==> config.mk <==
export PLATFORM = sky130hd
export DESIGN_NAME = ms_universal_shift_reg
export DESIGN_NICKNAME = d
export VERILOG_FILES = /design/src/rtl/ms_universal_shift_reg.sv
export SDC_FILE = /design/constraint.sdc
export NUM_CORES = 1
export LEC_CHECK = 0
export CAP_MARGIN = 20
export CELL_PAD_IN_SITES_DETAIL_PLACEMENT = 1
export CELL_PAD_IN_SITES_GLOBAL_PLACEMENT = 1
export CORE_ASPECT_RATIO = 1.2
export CORE_MARGIN = 5
export CORE_UTILIZATION = 35
export CTS_BUF_LIST = sky130_fd_sc_hd__clkbuf_2 sky130_fd_sc_hd__clkbuf_4 sky130_fd_sc_hd__clkbuf_8
export DETAILED_ROUTE_END_ITERATION = 10
export GPL_TIMING_DRIVEN = 0
export PLACE_DENSITY = 0.82
export REMOVE_ABC_BUFFERS = 1
export SLEW_MARGIN = 20
export SYNTH_ARGS = -nofsm -noshare
export SYNTH_HDL_FRONTEND = slang
export SYNTH_SLANG_ARGS = --single-unit
export TNS_END_PERCENT = 20
==> constraint.sdc <==
create_clock -name clk -period 1.8 [get_ports clk]
set_clock_uncertainty 0.15 [all_clocks]
set_input_delay 0.18 -clock clk [delete_from_list [all_inputs] [get_ports clk]]
set_output_delay 0.18 -clock clk [all_outputs]
set_load 0.05 [all_outputs]
==> src/rtl/ms_universal_shift_reg.sv <==
// ms_universal_shift_reg
//   WIDTH-bit edge-triggered universal shift register: hold, shift right,
//   shift left and parallel load, plus an auto-shift burst engine that
//   performs up to WIDTH single-position shifts, one per enabled cycle.
//
//   Build option:
//     ROTATE_EN  - when defined, every shift (mode-driven or burst) is a
//                  rotation and the serial inputs sin_r/sin_l are unused.
//                  When undefined, shifts fill from sin_r (at MSB) or
//                  sin_l (at LSB) and no rotation logic exists.
module ms_universal_shift_reg #(
    parameter int               WIDTH   = 8,
    parameter logic [WIDTH-1:0] RST_VAL = '0
) (
    input  logic                         clk,
    input  logic                         rst,
    input  logic                         en,
    input  logic [1:0]                   mode,
    input  logic [WIDTH-1:0]             d,
    input  logic                         sin_r,
    input  logic                         sin_l,
    input  logic                         start,
    input  logic [$clog2(WIDTH+1)-1:0]   amt,
    input  logic                         dir,
    output logic [WIDTH-1:0]             Q,
    output logic [WIDTH-1:0]             Qbar,
    output logic                         sout_r,
    output logic                         sout_l,
    output logic                         busy,
    output logic                         done
);

    localparam int CW = $clog2(WIDTH + 1);

    // Burst length ceiling and the terminal count value, sized to the counter.
    localparam logic [CW-1:0] WIDTH_CW = CW'(WIDTH);
    localparam logic [CW-1:0] ONE_CW   = CW'(1);
    localparam logic [CW-1:0] ZERO_CW  = '0;

    localparam logic [1:0] MODE_HOLD  = 2'b00;
    localparam logic [1:0] MODE_RIGHT = 2'b01;
    localparam logic [1:0] MODE_LEFT  = 2'b10;
    localparam logic [1:0] MODE_LOAD  = 2'b11;

    typedef enum logic {
        IDLE  = 1'b0,
        SHIFT = 1'b1
    } stateT;

    stateT            state;
    stateT            stateNext;
    logic [CW-1:0]    cnt;
    logic [CW-1:0]    cntNext;
    logic             dirLatched;
    logic             dirNext;
    logic [WIDTH-1:0] qReg;
    logic [WIDTH-1:0] qNext;
    logic             doneReg;
    logic             doneNext;

    // One position toward the LSB; the vacated MSB takes the fill bit.
    function automatic logic [WIDTH-1:0] shiftRight(input logic [WIDTH-1:0] q,
                                                    input logic             sIn);
`ifdef ROTATE_EN
        shiftRight = {q[0], q[WIDTH-1:1]};
`else
        shiftRight = {sIn, q[WIDTH-1:1]};
`endif
    endfunction

    // One position toward the MSB; the vacated LSB takes the fill bit.
    function automatic logic [WIDTH-1:0] shiftLeft(input logic [WIDTH-1:0] q,
                                                   input logic             sIn);
`ifdef ROTATE_EN
        shiftLeft = {q[WIDTH-2:0], q[WIDTH-1]};
`else
        shiftLeft = {q[WIDTH-2:0], sIn};
`endif
    endfunction

    // Requests longer than the register collapse to a full-width burst.
    function automatic logic [CW-1:0] clampAmt(input logic [CW-1:0] a);
        clampAmt = (a > WIDTH_CW) ? WIDTH_CW : a;
    endfunction

    // State, counter, latched direction, register contents and done flag.
    always_ff @(posedge clk or posedge rst) begin
        if (rst) begin
            state      <= IDLE;
            cnt        <= ZERO_CW;
            dirLatched <= 1'b0;
            qReg       <= RST_VAL;
            doneReg    <= 1'b0;
        end else begin
            state      <= stateNext;
            cnt        <= cntNext;
            dirLatched <= dirNext;
            qReg       <= qNext;
            doneReg    <= doneNext;
        end
    end

    // Next-state, burst bookkeeping and datapath select; en=0 holds everything
    // and leaves doneNext at its default of 0 so done drops on that edge.
    always_comb begin
        stateNext = state;
        cntNext   = cnt;
        dirNext   = dirLatched;
        qNext     = qReg;
        doneNext  = 1'b0;

        if (en) begin
            unique case (state)
                IDLE: begin
                    if (start) begin
                        // A zero-length burst completes immediately without
                        // ever entering SHIFT; mode is ignored on any start.
                        if (amt == ZERO_CW) begin
                            doneNext = 1'b1;
                        end else begin
                            stateNext = SHIFT;
                            cntNext   = clampAmt(amt);
                            dirNext   = dir;
                        end
                    end else begin
                        unique case (mode)
                            MODE_HOLD:  qNext = qReg;
                            MODE_RIGHT: qNext = shiftRight(qReg, sin_r);
                            MODE_LEFT:  qNext = shiftLeft(qReg, sin_l);
                            MODE_LOAD:  qNext = d;
                            default:    qNext = qReg;
                        endcase
                    end
                end

                SHIFT: begin
                    // Serial inputs are sampled fresh on every burst step.
                    if (dirLatched) begin
                        qNext = shiftLeft(qReg, sin_l);
                    end else begin
                        qNext = shiftRight(qReg, sin_r);
                    end
                    cntNext = cnt - ONE_CW;
                    if (cnt == ONE_CW) begin
                        stateNext = IDLE;
                        doneNext  = 1'b1;
                    end
                end

                default: begin
                    stateNext = IDLE;
                end
            endcase
        end
    end

    // Outputs are direct views of registered state.
    assign Q      = qReg;
    assign Qbar   = ~qReg;
    assign sout_r = qReg[0];
    assign sout_l = qReg[WIDTH-1];
    assign busy   = (state == SHIFT);
    assign done   = doneReg;

endmodule
# After elaboration in Yosys (flattened, before gate mapping)
# Index checks and enable logic that the tools add are counted.
# op_classes
bitwise	3
magnitude_cmp	1
add_sub_neg	1
n_mux	17
div_mod_pow	0
shift	0
eq_ne	8
reduce_logical	5
mul	0
# op_table
cell	n
$pmux W8 S3	1
$mux W8	2
$pmux W8 S2	1
$mux W4	3
$ne A2 B2 Y1 const B	4
$not A8 Y8	1
$pmux W4 S2	1
$mux W1	7
$reduce_and A3 Y1	2
$eq A2 B2 Y1 const B	2
$eq A4 B1 Y1 const B	1
$gt A4 B4 Y1 const B	1
$logic_not A4 Y1	1
$pmux W1 S2	2
$reduce_and A4 Y1	1
$sub A4 B1 Y4 const B	1
$eq A2 B1 Y1 const B	1
$logic_not A2 Y1	1
$not A1 Y1	2
# word_totals
ramBits	0
regBits	15
latch_bits	0
rom_bits	0
n_memories	0
out_inout_bits	20

# Longest topological paths before layout
# Gate-level depths: netlist of the first run.
# logic_depth
depth_word	5
mapped_depth	5

# Worst setup path before layout of the first run
# No wires, ideal clock.
# synth_timing
kind	register to register
startpoint	register state (netlist: busy)
endpoint	register qReg[4] (netlist: Q[4])
path_buffers	2
t_arrival_ps	1593
path_stages_with_launch	5
path_slack_ps	-24
path_cell_list	dfrtp_1 -> buf_6 -> or4_1 -> buf_6 -> o211ai_2
# synth_via
elab_chain_len	3
word_cells_on_any_way	5
classes_between	eq/ne (2); mux (1); bitwise (1); reduce/logical (1)
# synth_lines
item	line_no	rtl
from (decl)	50	stateT state;
from (signal assigned)	95	state <= stateNext;
$not A1 Y1 (no line)	n/a	
$ne A2 B2 Y1 (no line)	n/a	
$reduce_and A3 Y1 (no line)	n/a	
to (signal assigned)	98	qReg <= qNext;
to (decl)	56	logic [WIDTH-1:0] qReg;
# Parallel ways exist; a longest one is shown, timed or not.
# A chain may end at the register's enable or synchronous reset.

# Worst setup path in the final report of the first run
# layout_timing
startpoint	register state (netlist: busy)
endpoint	register qReg[7] (netlist: Q[7])
# Same word-level chain as after synthesis.

==> impl_metrics.yaml, run 1 <==
detailed_routing:
  drt-initial-drc-count: 40
  routedWlPerCell_um: 18.32
  firstDrtPassIters: 2
  wirelength_mm: 3.500
  route.vias.total: 1118
  final_antenna_net_count: 0
  drc: 0
  vias_per_cell: 5.853
placed_design:
  placement.io_buffers: 40
  dp_hpwl_mm: 2.693
  globalplace.congestion: 0.7974
  dp_cells: 187
job:
  drv_cap: 0
clocking:
  insertion_delay_ps: 260
  cts_inserted_buffers: 3
  cts.path.max_buffers: 2
  tritoncts_clock_tree: "done"
  post-cts-setup-buffer-count: 0
  ctsHoldBuffers: 0
  clk_pin_slew_worst_paths_ps: 70
  cts.sinks: 15
  htreeDepth: 1
  clock_tree.root_cell: "clkbuf_8"
  resize_count_post_cts: 26
sta:
  timing_worst_slew_pin_value_ps: 698.1
  grt_setup_unrepaired: "no"
  setup_violations: 0
  final_hold_viol_count: 0
  final_period_minus_worst_setup_slack_ps: 1713
  fin_setup_tns_ps: 0
  fin_crit_sh_pct: 95.15
  finalMaxSlewViolations: 0
  peak_freq_mhz: 583.8
  hold_slack_ps: 147.1
  max_slew_margin_pct: 53.36
floorplan:
  die_w_um: 63.65
  floorplan.initialDensity_pct: 36.21
  number_of_top_level_design_ports: 41
  dieHeight_um: 74.38
  die_outline_area_um2: 4734
  core.rowCount: 23
  core_um2: 3338
yosys:
  synthTopCellsByArea: "dfrtp_1 (31%), mux2_2 (9.3%), o211ai_2 (8.3%)"
  yosys.area.top_type: "dfrtp_1"
  yosysWarnings: 0
  yosys_most_used_dff: "dfrtp_1"
  netlist.area_leader.share_pct: 31.06
  area_of_the_mapped_netlist_um2: 1209
  avgSynthCellArea_um2: 9.989
  yosys_register_bits: 15
  synth_cells: 121
  synth-edff-count: 0
  synthArstFlopShare_pct: 100.0
  yosysUniqueCellTypes: 35
  synth_sequential_area_ratio_pct: 31.06
global_route:
  maximum_number_of_pins_on_one_net_before_global_route_repair: 21
  globalRouteOverflowTotal: 0
  grt_pass1_wl_mm: 5.906
  first_global_vias: 1164
  track_usage_pct: 16.00
  grt_antenna_before_repair: 0
setup_path:
  startpoint_type: "flop"
  timing.critical_path.to_type: "flop"
  worst_ep_required_time_ps: 1830
  critical_path.max_fanout: 20
  worstSetupPathType: "reg2reg"
  ff2ff_setup_slack_ps: 90
  cp_data_arrival_time_ps: 1740
final_layout:
  antenna_cells_inserted: 0
  layout.filler_cells: 385
  nNetsFinal: 178
  layout_cells_sized_above_1_pct: 18.83
  number_of_non_filler_instances_in_the_completed_layout: 191
  syn2layout_area_growth_pct: 32.82
run_status:
  outcome: "complete, no violations"
hold_path:
  hold_class: "in2async"
pwr:
  power.density_nw_per_um2: 1792
  power.ir.vdd_worst_mv: 0.9717
  totalPowerFinal_w: 0.002876
  power.leakage_nw: 0.7183
-- cell usage in the layout, fill, tap and decap left out, types with 3 or more instances in the layout --
cell type	netlist	final
clkbuf_8	0	3
clkdlybuf4s50_1	0	18
dfrtp_1	15	14
dlygate4sd2_1	0	20
inv_1	13	13
mux2_2	10	10
mux2i_1	9	9
nand2_1	3	3
nand2b_1	7	7
nor2_1	4	4
o2111ai_1	7	7
o211ai_2	8	8
o31ai_1	8	8
-- metal layers --
metal / routed length, µm / up-vias / share of wire [%] / GRT usage [%]
li1: - / 521 / - / -
met1: 1352 / 567 / 39 / 18.08
met2: 1930 / 24 / 55 / 29.35
met3: 136 / 6 / 3.9 / 2.719
met4: 81 / 0 / 2.3 / 7.390
met5: 0 / - / 0 / 0
-- critical path, cell delays in order (launching register included) --
cell      delay [ps]
dfrtp_4          590
or4_4            670
o211ai_2         220
-- worst paths after layout --
path | from | to | cells after the start
max | busy$_DFFE_PP0P_ | Q[7]$_DFFE_PP0P_ | 2
min | rst | cnt[0]$_DFFE_PP0P_ | 2
max reg2reg | busy$_DFFE_PP0P_ | Q[7]$_DFFE_PP0P_ | 2
min reg2reg | cnt[3]$_DFFE_PP0P_ | cnt[3]$_DFFE_PP0P_ | 1
max in group asynchronous | rst | busy$_DFFE_PP0P_ | 2
min in group clk | dir | dirLatched$_DFFE_PP0P_ | 2
-- Yosys cell counts, types with 2 or more instances --
master / instances
dfrtp_1: 15
a221o_1: 2
ha_1: 2
mux2_2: 10
o31ai_1: 8
buf_6: 3
nand2_1: 3
inv_1: 13
mux2i_1: 9
o211ai_2: 8
o2111ai_1: 7
nand2b_1: 7
nor2_1: 4
buf_4: 3
clkbuf_1: 5
nand3_1: 2
nor2b_1: 2
-- report_power, final --
part | internal, W | leakage, nW | switching (W)
combinational | 0.000609 | 0.512 | 0.00116
clock | 0.000154 | 0.0255 | 0.000133
sequential | 0.000502 | 0.181 | 0.000317
total | 0.00127 | 0.718 | 0.00161
-- flip-flops by register name, summed over array words and instances, names as in the netlist --
register,cells
done,1
dirLatched,1
busy,1
Q,8
cnt,4
-- area by class of cell --
cell class | count | area [µm²] | area share (%)
Sequential cell | 15 | 379.1 | 23.62
Clock inverter | 1 | 5.005 | 0.3118
Clock buffer | 3 | 41.29 | 2.572
Inverter | 14 | 52.55 | 3.274
Tap cell | 37 | 46.29 | 2.884
Timing Repair Buffer | 40 | 371.6 | 23.15
Multi-Input combinational cell | 81 | 709.4 | 44.19
-- kinds of logic (layout without fill, tap and decap cells) --
kind of cell	Yosys count	after routing	share of synthesized area [%]
muxes	20	20	17.70
and+or+nand+nor	25	25	12.84
buffers and inverters	25	58	10.56
AOI/OAI and AO/OA	34	34	25.78
DFF	15	15	31.06
adders and majority gates	2	2	2.070
-- stage by stage --
step,area [µm²],worst slack (ps),util [%]
after floorplan,1134,-296.0,-
after global placement,1580,-700.1,47.34
after detailed placement,1580,-770.7,47.34
after CTS,1607,10.95,48.13
after global routing,1605,39.49,48.09
final,1605,87.23,48.09
No activity file was read; power rests on OpenSTA's default activity.
==> run 2, diff against run 1 <==
SKIP_LAST_GASP = 1   (was default)
==> run 2 against run 1 <==
  * The flow now finishes with violations (negative setup slack)
  * Combinational power grew 7%
  * Register-to-register slack worse by 40 ps
  * First-iteration DRC count down 18%
  * Wire length up 0.29%
  * Largest power group unchanged
==> impl_metrics.yaml, run 2 (same netlist as run 1, synthesis figures left out) <==
setup_path:
  worstSetupPathType: "reg2out"
  rr_worst_depth: 3
  slowest_stage: "clkdlybuf4s50_1"
  critical_path.reg2reg.endpoint: "Q[7]$_DFFE_PP0P_"
  critical-path-max-stage-delay_ps: 800
  r2r_start: "busy$_DFFE_PP0P_"
  startpoint: "Q[3]$_DFFE_PP0P_"
  timing.critical_path.to_type: "output port"
  crit_chain: "inv_1, clkdlybuf4s50_1"
  startpoint_type: "flop"
  ff2ff_setup_slack_ps: 50
  worstSetupEndpoint: "Qbar[3]"
  critical_path.max_fanout: 7
  cp_data_arrival_time_ps: 1590
  worst_ep_required_time_ps: 1470
detailed_routing:
  drc: 0
  routedWlPerCell_um: 18.38
  route.vias.total: 1130
  firstDrtPassIters: 5
  final_antenna_net_count: 0
  drt-initial-drc-count: 33
  vias_per_cell: 5.916
  wirelength_mm: 3.510
placed_design:
  globalplace.congestion: 0.7974
  dp_cells: 187
  post_dp_cell_area_um2: 1580
  detailedPlace.worstSlack_ps: -770.7
  placement.io_buffers: 40
  dp_hpwl_mm: 2.693
clocking:
  cts_inserted_buffers: 3
  post-cts-setup-buffer-count: 0
  cts.path.max_buffers: 2
  resize_count_post_cts: 9
  clk_pin_slew_worst_paths_ps: 70
  cts.sinks: 15
  ctsHoldBuffers: 0
  tritoncts_clock_tree: "done"
  insertion_delay_ps: 250
  clock_tree.root_cell: "clkbuf_8"
  htreeDepth: 1
floorplan:
  core.rowCount: 23
  dieHeight_um: 74.38
  core_um2: 3338
  die_w_um: 63.65
  floorplan.initialDensity_pct: 36.21
  number_of_top_level_design_ports: 41
  die_outline_area_um2: 4734
final_layout:
  layout_cells_sized_above_1_pct: 18.18
  multi_input_area_um2: 709.4
  number_of_flip_flops_under_the_largest_register_name: 8
  nNetsFinal: 178
  mostFrequentLayoutCell: "clkdlybuf4s50_1"
  syn2layout_area_growth_pct: 35.30
  number_of_non_filler_instances_in_the_completed_layout: 191
  final_design_area_no_fill_um2: 1635
  antenna_cells_inserted: 0
  final_core_util_pct: 48.99
  most-common-layout-cells: "clkdlybuf4s50_1 (32), dfrtp_1 (14), inv_1 (13)"
  layout.area.seq_um2: 376.6
  layout.filler_cells: 381
sta:
  final_period_minus_worst_setup_slack_ps: 1919
  timing_worst_slew_pin_value_ps: 650.9
  final_hold_viol_count: 0
  fin_setup_tns_ps: -1184
  max_slew_margin_pct: 56.52
  post_route_setup_slack_ps: -119.0
  grt_setup_unrepaired: "yes"
  setup_violations: 14
  peak_freq_mhz: 521.1
  fin_crit_sh_pct: 106.6
  finalMaxSlewViolations: 0
pwr:
  net-switching-power_w: 0.001611
  power.clock.fraction_pct: 9.4
  pwr-share-seq_pct: 27.3
  power.density_nw_per_um2: 1832
  power.leakage_nw: 0.7225
  cellInternalPower_w: 0.001385
  power.ir.vdd_worst_mv: 1.027
  sw_frac_of_total_pct: 53.77
  combinationalPowerShare_pct: 63.3
global_route:
  grt_pass1_wl_mm: 5.906
  track_usage_pct: 16.00
  first_global_vias: 1164
  maximum_number_of_pins_on_one_net_before_global_route_repair: 21
  grt_antenna_before_repair: 0
  globalRouteOverflowTotal: 0
job:
  drv_cap: 0
run_status:
  violations: "negative setup slack"
  outcome: "finished with violations"
hold_path:
  hold_class: "in2async"
-- run 2: changes by cell type in the layout (fill, tap and decap cells not counted) --
| cell | delta |
|---|---|
| clkbuf_2 | -1 |
| clkdlybuf4s50_1 | +14 |
| dfrtp_2 | +1 |
| dfrtp_4 | -1 |
| dlygate4sd2_1 | -16 |
| dlymetal6s2s_1 | +3 |
-- run 2: final cells by class --
cell class                      instances  share of cell area, %
Multi-Input combinational cell         81                  43.38
Clock inverter                          1                 0.3060
Inverter                               14                  3.213
Clock buffer                            3                  2.525
Sequential cell                        15                  23.03
Timing Repair Buffer                   40                  24.71
Tap cell                               37                  2.831
-- run 2: worst min-delay path by stage --
stage,end,slack (ps),cells after the start
2_1_floorplan,Q[0]$_DFFE_PP0P_,-70,1
3_3_place_gp,cnt[3]$_DFFE_PP0P_,390,1
3_5_place_dp,cnt[3]$_DFFE_PP0P_,420,1
4_1_cts,Q[2]$_DFFE_PP0P_,170,2
5_1_grt,Q[2]$_DFFE_PP0P_,220,2
6_report,cnt[0]$_DFFE_PP0P_,150,2
-- run 2: metrics by stage --
step	hold WS [ps]	power (W)
floorplan	-68.52	0.002077
global placement	394.2	0.002676
detailed placement	421.6	0.002759
CTS	171.1	0.003039
global route	222.0	0.003185
finish	153.5	0.002996
-- run 2: power by group through the flow --
stage          clock network [W]  logic (W)  registers, W
3_5_place_dp                   0    0.00193      0.000826
6_report                0.000283    0.00190      0.000817
2_1_floorplan                  0   0.000929       0.00115
3_3_place_gp                   0    0.00187      0.000802
5_1_grt                 0.000311    0.00201      0.000860
4_1_cts                 0.000295    0.00192      0.000821
-- run 2: per-layer routing --
metal,part of all wire (%),vias up,global-route usage (%)
met5,0,-,0
met3,4.2,6,2.719
met1,39,570,18.08
met2,56,32,29.35
li1,-,522,-
met4,1.6,0,7.390
-- run 2: worst max-delay path: cells and delay by family (launching register included) --
kind / cells / cell delay [ps]
buf+inv: 2 / 880
flops: 1 / 450
